[src/rtl/rf_write_arbiter.sv]
// rf_write_arbiter: round-robin owner of the regfile write port with a per-register pending scoreboard
module rf_write_arbiter #(
    parameter int NREQ = 3,
    parameter int XLEN = 32,
    parameter int AW   = 5
) (
    input  logic                 clk,
    input  logic                 reset,
    input  logic [NREQ-1:0]      req_valid,
    input  logic [NREQ*AW-1:0]   req_addr,
    input  logic [NREQ*XLEN-1:0] req_data,
    output logic [NREQ-1:0]      req_ready,
    input  logic                 issue_valid,
    input  logic [AW-1:0]        issue_rd,
    output logic                 issue_stall,
    input  logic [AW-1:0]        a1,
    input  logic [AW-1:0]        a2,
    output logic                 hazard1,
    output logic                 hazard2,
    output logic                 we3,
    output logic [AW-1:0]        a3,
    output logic [XLEN-1:0]      wd3
);
    localparam int PW = $clog2(NREQ);
    localparam int NR = 2**AW;
    logic [PW-1:0]   rr_ptr, gidx;
    logic            gnt, wr;
    logic [AW-1:0]   gaddr;
    logic [XLEN-1:0] gdata;
    logic [NR-1:0]   pending, pend_nxt;
    always_comb begin
        int j;
        j = 0;
        req_ready = '0;
        gnt = 1'b0;
        gidx = '0;
        gaddr = '0;
        gdata = '0;
        for (int k = 0; k < NREQ; k++) begin
            j = int'(rr_ptr) + k;
            if (j >= NREQ) j -= NREQ;
            if (!gnt && req_valid[j]) begin
                gnt = 1'b1;
                gidx = PW'(j);
                gaddr = req_addr[j*AW +: AW];
                gdata = req_data[j*XLEN +: XLEN];
                req_ready[j] = !reset;
            end
        end
    end
    // x0 writes are consumed but never reach the regfile
    assign wr = gnt && (gaddr != '0);
    assign issue_stall = issue_valid && pending[issue_rd] && (issue_rd != '0);
    assign hazard1 = (a1 != '0) && pending[a1];
    assign hazard2 = (a2 != '0) && pending[a2];
    always_comb begin
        pend_nxt = pending;
        if (we3) pend_nxt[a3] = 1'b0;
        if (issue_valid && !issue_stall && issue_rd != '0) pend_nxt[issue_rd] = 1'b1;
        pend_nxt[0] = 1'b0;
    end
    always_ff @(posedge clk or posedge reset) begin
        if (reset) begin
            we3 <= 1'b0;
            a3 <= '0;
            wd3 <= '0;
            rr_ptr <= '0;
            pending <= '0;
        end else begin
            we3 <= wr;
            pending <= pend_nxt;
            if (wr) begin
                a3 <= gaddr;
                wd3 <= gdata;
            end
            if (gnt) rr_ptr <= (gidx == PW'(NREQ-1)) ? '0 : gidx + 1'b1;
        end
    end
endmodule

[config.mk]
export PLATFORM = sky130hd
export DESIGN_NAME = rf_write_arbiter
export DESIGN_NICKNAME = d
export VERILOG_FILES = /design/src/rtl/rf_write_arbiter.sv
export SDC_FILE = /design/constraint.sdc
export NUM_CORES = 1
export LEC_CHECK = 0
export ABC_AREA = 1
export BUFFER_PORTS_ARGS = -buffer_cell sky130_fd_sc_hd__buf_2
export CAP_MARGIN = 5
export CORE_MARGIN = 3
export CORE_UTILIZATION = 45
export CTS_BUF_LIST = sky130_fd_sc_hd__clkbuf_4
export CTS_CLUSTER_SIZE = 25
export DETAILED_ROUTE_END_ITERATION = 12
export PLACE_DENSITY = 0.71
export SYNTH_ARGS = -nofsm -noshare
export SYNTH_HDL_FRONTEND = slang
export SYNTH_SLANG_ARGS = --single-unit
[constraint.sdc]
create_clock -name clk -period 3.7 [get_ports clk]
set_clock_uncertainty 0.15 [all_clocks]
set_input_delay 0.185 -clock clk [delete_from_list [all_inputs] [get_ports clk]]
set_output_delay 0.185 -clock clk [all_outputs]
set_load 0.05 [all_outputs]
Word level (Yosys, flattened, before mapping)
Cells that the tools add are included.
{"block": "op_classes", "n_eq_ne": 1, "bitwise_logic": 4, "muxes": 48, "addsub": 6, "reduce_logical": 22, "n_shift": 6, "multipliers": 3, "n_lt_le_gt_ge": 15}
{"cell": "indexed part select 96 x 32 -> 32 bit", "count": 3}
{"cell": "two-way mux 32 bit", "count": 8}
{"cell": ">= comparator 32 x 1 -> 1 bit, second input constant", "count": 3}
{"cell": "less-than comparator 32 x 4 -> 1 bit, second input constant", "count": 3}
{"cell": "multiplier 32 x 4 -> 32 bit, second input constant", "count": 3}
{"cell": "indexed part select 15 x 32 -> 5 bit", "count": 3}
{"cell": "bitwise AND 32 bit", "count": 1}
{"cell": "inverter 32 bit", "count": 1}
{"cell": "bitwise OR 32 bit", "count": 1}
{"cell": "less-than comparator 5 x 6 -> 1 bit, second input constant", "count": 4}
{"cell": "nonzero test 5 bit", "count": 4}
{"cell": "two-way mux 1 bit", "count": 17}
{"cell": "binary-select mux 1 bit (select 5 bit)", "count": 3}
{"cell": "two-way mux 5 bit", "count": 3}
{"cell": "logical AND 1 bit", "count": 14}
{"cell": "demux 1 bit (select 5 bit)", "count": 2}
{"cell": ">= comparator 5 x 1 -> 1 bit, second input constant", "count": 2}
{"cell": "two-way mux 3 bit", "count": 3}
{"cell": "two-way mux 2 bit", "count": 4}
{"cell": "subtractor 3 x 2 -> 4 bit, second input constant", "count": 2}
{"cell": "binary-select mux 1 bit (select 2 bit)", "count": 3}
{"cell": "bitwise mux 3 bit", "count": 2}
{"cell": "demux 1 bit (select 2 bit)", "count": 3}
{"cell": ">= comparator 3 x 2 -> 1 bit, second input constant", "count": 2}
{"cell": "other kinds (8)", "count": 11}
{"block": "word_totals", "output_inout_bits": 44, "inputBits": 132, "ff_bits": 71}

Longest topological paths before layout
{"block": "logic_depth", "ltp_word": 14, "ltp_mapped": 25, "depth_no_buf": 21}

Least setup slack after synthesis
No wires, ideal clock.
{"block": "synth_path", "path_kind": "register -> register", "startpoint": "reg rr_ptr[0]", "endpoint": "reg wd3[10]", "setup_slack_ps": 273, "t_required_ps": 3431, "t_arrival_ps": 3158, "setup_time_ps": 119, "stages_incl_launch_ff": 26, "path_cell_list": "dfrtp_1 -> inv_1 -> ha_1 -> buf_2 -> buf_2 -> buf_2 -> nand2_1 -> inv_1 -> ha_1 -> inv_1 -> fa_1 -> inv_1 -> nand2_1 -> nand2_1 -> inv_1 -> nand3_1 -> nand2_1 -> nand3_1 -> nand2_1 -> nand2_1 -> nand2_2 -> nor2_4 -> nand3_2 -> buf_2 -> nand2_1 -> nand2_1"}
{"block": "synth_between", "elab_chain_cells": 14, "word_cells_on_any_way": 44, "cone_classes": "add/sub (5); mul (3); order compare (3); shift (6); mux (21); reduce/logical (6)"}
{"element": "start, declared", "line_no": "26", "rtl": "logic [PW-1:0] rr_ptr, gidx;"}
{"element": "start signal, assigned", "line_no": "76", "rtl": "if (gnt) rr_ptr <= (gidx == PW'(NREQ-1)) ? '0 : gidx + 1'b1;"}
{"element": "branches (longest 14 deep; another with multiplier 32 x 4 -> 32 bit)"}
{"element": "end signal, assigned", "line_no": "74", "rtl": "wd3 <= gdata;"}
{"element": "end, declared", "line_no": "22", "rtl": "output logic [XLEN-1:0] wd3"}
Several ways; the timed one is not identified. The select of a mux whose other input is x is not followed.
A chain may end at the register's enable or synchronous reset.

Worst setup path in the final report
{"block": "layout_path", "startpoint": "reg rr_ptr[0]", "endpoint": "reg a3[4]"}
{"block": "layout_between", "elab_chain_cells": 14, "word_cells_on_any_way": 38, "cone_classes": "add/sub (5); mul (3); order compare (3); shift (3); mux (18); reduce/logical (6)"}
{"element": "branches (longest 14 deep; another with multiplier 32 x 4 -> 32 bit)"}
{"element": "end signal, assigned", "line_no": "73", "rtl": "a3 <= gaddr;"}
{"element": "end, declared", "line_no": "21", "rtl": "output logic [AW-1:0] a3,"}
Several ways; the timed one is not identified. The select of a mux whose other input is x is not followed.

==> out/metrics.csv <==
metric,value,unit
status,"finished, final reports clean",
yosys.area.top_type,dfrtp_1,
grt_pass1_wl,44400,µm
hold_viol,0,
io_buffers,175,
cpPeakStageDelay,440,ps
hp-class,in -> reg,
worstSkewPairLatency,430,ps
period_share,94.0,%
ys_ff_latch,71,
yosys-top-cells-count,"nand2_1 (244), o21ai_0 (190), nor2_1 (157)",
core_area,16100,µm²
syn_to_final_growth,13.8,%
hold_slack,54.0,ps
wl_met3,2610,µm
vias_per_cell,5.97,
hold_path_startpoint,req_data[66],
syn_inst,1228,
r2r_start,rr_ptr[0],
cp_common_cell,nand2_1,
die_h,135,µm
async_flop_share,100,%
clockBufferDepth,2,
syn_area,7500,µm²
grt_max_degree,76,
h-tree-depth,3,
dr_wl_met2,12700,µm
max_slew.worst_pin.slew,911,ps
stdcell_area,8540,µm²
crit_type,reg -> reg,
period_needed,3480,ps
crit_start,rr_ptr[0],
cp_cell_sequence,inv_1 -> ha_1 -> buf_4 -> nor2_2 -> buf_4 -> inv_1 -> nor2_1 -> nor2_1 -> nand2_1 -> nand3_1 -> nand2_1 -> nand2_1 -> nand3_2 -> nor2_4 -> buf_6 -> nand2_1 -> o21ai_0,
timing.max_cap.violations,0,
synth_top_area_share,23.7,%
place_hpwl,19700,µm
ant_nets,0,
maxSlewViolCount,0,
placed_area,8350,µm²
rows,46,
synth_most_common_cell,nand2_1,
timing.fmax,0.288,GHz
drc,0,
wl_met1,11700,µm
tritoncts,built,
yosys_most_used_dff,dfrtp_1,
synth_nets,1369,
tns,0,ps
initial_utilization,46.5,%
rsz0062_at_grt,false,
wirelength,27500,µm
synth-edff-count,0,
grt_use_total,29.3,%
gp_congestion,0.932,
critPathRequiredTime,3870,ps
cts_buffers,9,
slowest_stage,dfrtp_1,
top_layer_used,met4,
crit_arrival,3640,ps
finalSetupViolations,0,
firstDrtPassIters,6,
yosysUniqueCellTypes,41,
clkTransAtPathRegs,160,ps
power_per_cell_area,1130,nW/µm²
grt_pass1_vias,8523,
fin_util,53.0,%
overflow,0,
wl_per_cell,17.6,µm
die_width,135,µm
root_buffer,clkbuf_4,
path_max_fanout,38,
power.leakage,4.10,nW
start_kind,register,
num_vias,9364,
syn_avg_cell_area,6.11,µm²
drt-initial-drc-count,981,
max_slew_margin,39.2,%
cts_sinks,71,
netlist_top_cells_area,"dfrtp_1 (24%), o21ai_0 (13%), nand2_1 (12%), nor2_1 (7.9%), nand4_1 (5.8%)",
drive_gt1_share,18.3,%
die_area,18300,µm²
r2r_slack,220,ps
final_nets,1487,
crit_path_end_kind,register,
synth.yosys.seq_area_share,23.7,%
ir_worst_vdd,0.000795,V
ios,176,
yosys_warnings,0,
antenna_found_initial,1,
-- state kept, by name (all words and copies together), names as in the netlist --
name / flops
a3: 5
pending: 31
wd3: 32
we3: 1
rr_ptr: 2
-- kinds of logic after synthesis --
| logic type | count (synthesis) | synth area share, % |
|---|---|---|
| compound gates | 357 | 27.9 |
| fa+ha+maj | 9 | 1.60 |
| other cells | 2 | 0.100 |
| buf+inv | 185 | 11.2 |
| flops | 71 | 23.7 |
| simple gates | 604 | 35.6 |
-- final cells by class --
type / count / area (µm²)
fillers: 1669 / 7580
well taps: 216 / 270
repair buffers: 200 / 1080
clock buffers: 9 / 67.6
diodes: 1 / 2.50
inverters: 92 / 350
multi-input cells: 972 / 4910
clock inverters: 7 / 85.1
flip-flops and latches: 71 / 1780
-- path summary, 6_finish.rpt --
check | end | cells after the start
max | a3[4] | 17
min | wd3[2] | 5
max reg2reg | a3[4] | 17
min reg2reg | pending[9] | 2
max in group asynchronous | a3[4] | 4
min in group asynchronous | rr_ptr[1] | 3
-- stage by stage --
| step | total power, mW | cells | setup WS [ps] |
|---|---|---|---|
| after floorplan | 7.34 | 1228 | 273 |
| after CTS | 9.49 | 1567 | 178 |
| final | 9.67 | 1568 | 222 |
| after detailed placement | 8.94 | 1550 | 238 |
| after global routing | 10.5 | 1568 | 27.4 |
| after global placement | 8.86 | 1550 | 355 |
-- worst max-delay path: cells and delay by family, from the launching register on --
kind | cells | cell delay, ps
simple gates | 10 | 820
flops | 1 | 440
compound gates | 1 | 150
fa+ha+maj | 1 | 430
buf+inv | 5 | 1350
-- timing repair --
action | CTS | global route
hold buffers | 1 | 0
gates resized for setup | 0 | 7
endpoints found under the setup margin | 0 | 40
hold endpoints to repair | 33 | 0
buffers inserted | 0 | 0
-- report_power, final --
part / internal, mW / leakage [nW] / switching, mW
registers: 1.19 / 0.857 / 0.326
logic: 2.24 / 3.17 / 5.38
clock network: 0.220 / 0.0770 / 0.322
-- layer usage --
| layer | GRT usage, % | vias to the layer above |
|---|---|---|
| li1 | - | 4505 |
| met1 | 41.8 | 4279 |
| met2 | 46.3 | 525 |
| met3 | 4.36 | 55 |
| met4 | 8.57 | 0 |
| met5 | 0 | - |
-- cell usage in the layout, fill, tap and decap left out, types with 2 or more instances in the layout --
cell / netlist / layout
nand4_1: 70 / 70
o211ai_1: 10 / 10
a21oi_1: 69 / 69
o221ai_1: 32 / 32
inv_2: 5 / 6
o21ai_1: 7 / 7
nor2_4: 3 / 4
conb_1: 2 / 2
inv_1: 85 / 84
buf_2: 20 / 175
o21ai_0: 190 / 189
nand3_1: 78 / 78
clkinvlp_4: 0 / 2
o22ai_1: 7 / 7
buf_4: 4 / 21
nor2_1: 157 / 156
clkbuf_4: 0 / 9
o21ai_2: 1 / 2
buf_6: 13 / 2
inv_6: 1 / 3
inv_8: 0 / 2
nand2_1: 244 / 243
ha_2: 0 / 2
dfrtp_1: 71 / 71
nand2_2: 6 / 7
a2bb2oi_1: 28 / 28
ha_1: 8 / 6
a22oi_1: 5 / 5
nor3_1: 36 / 36
a221oi_1: 2 / 2
nor2_2: 4 / 4
nand3_2: 3 / 3
No activity file was read; power rests on OpenSTA's default activity.
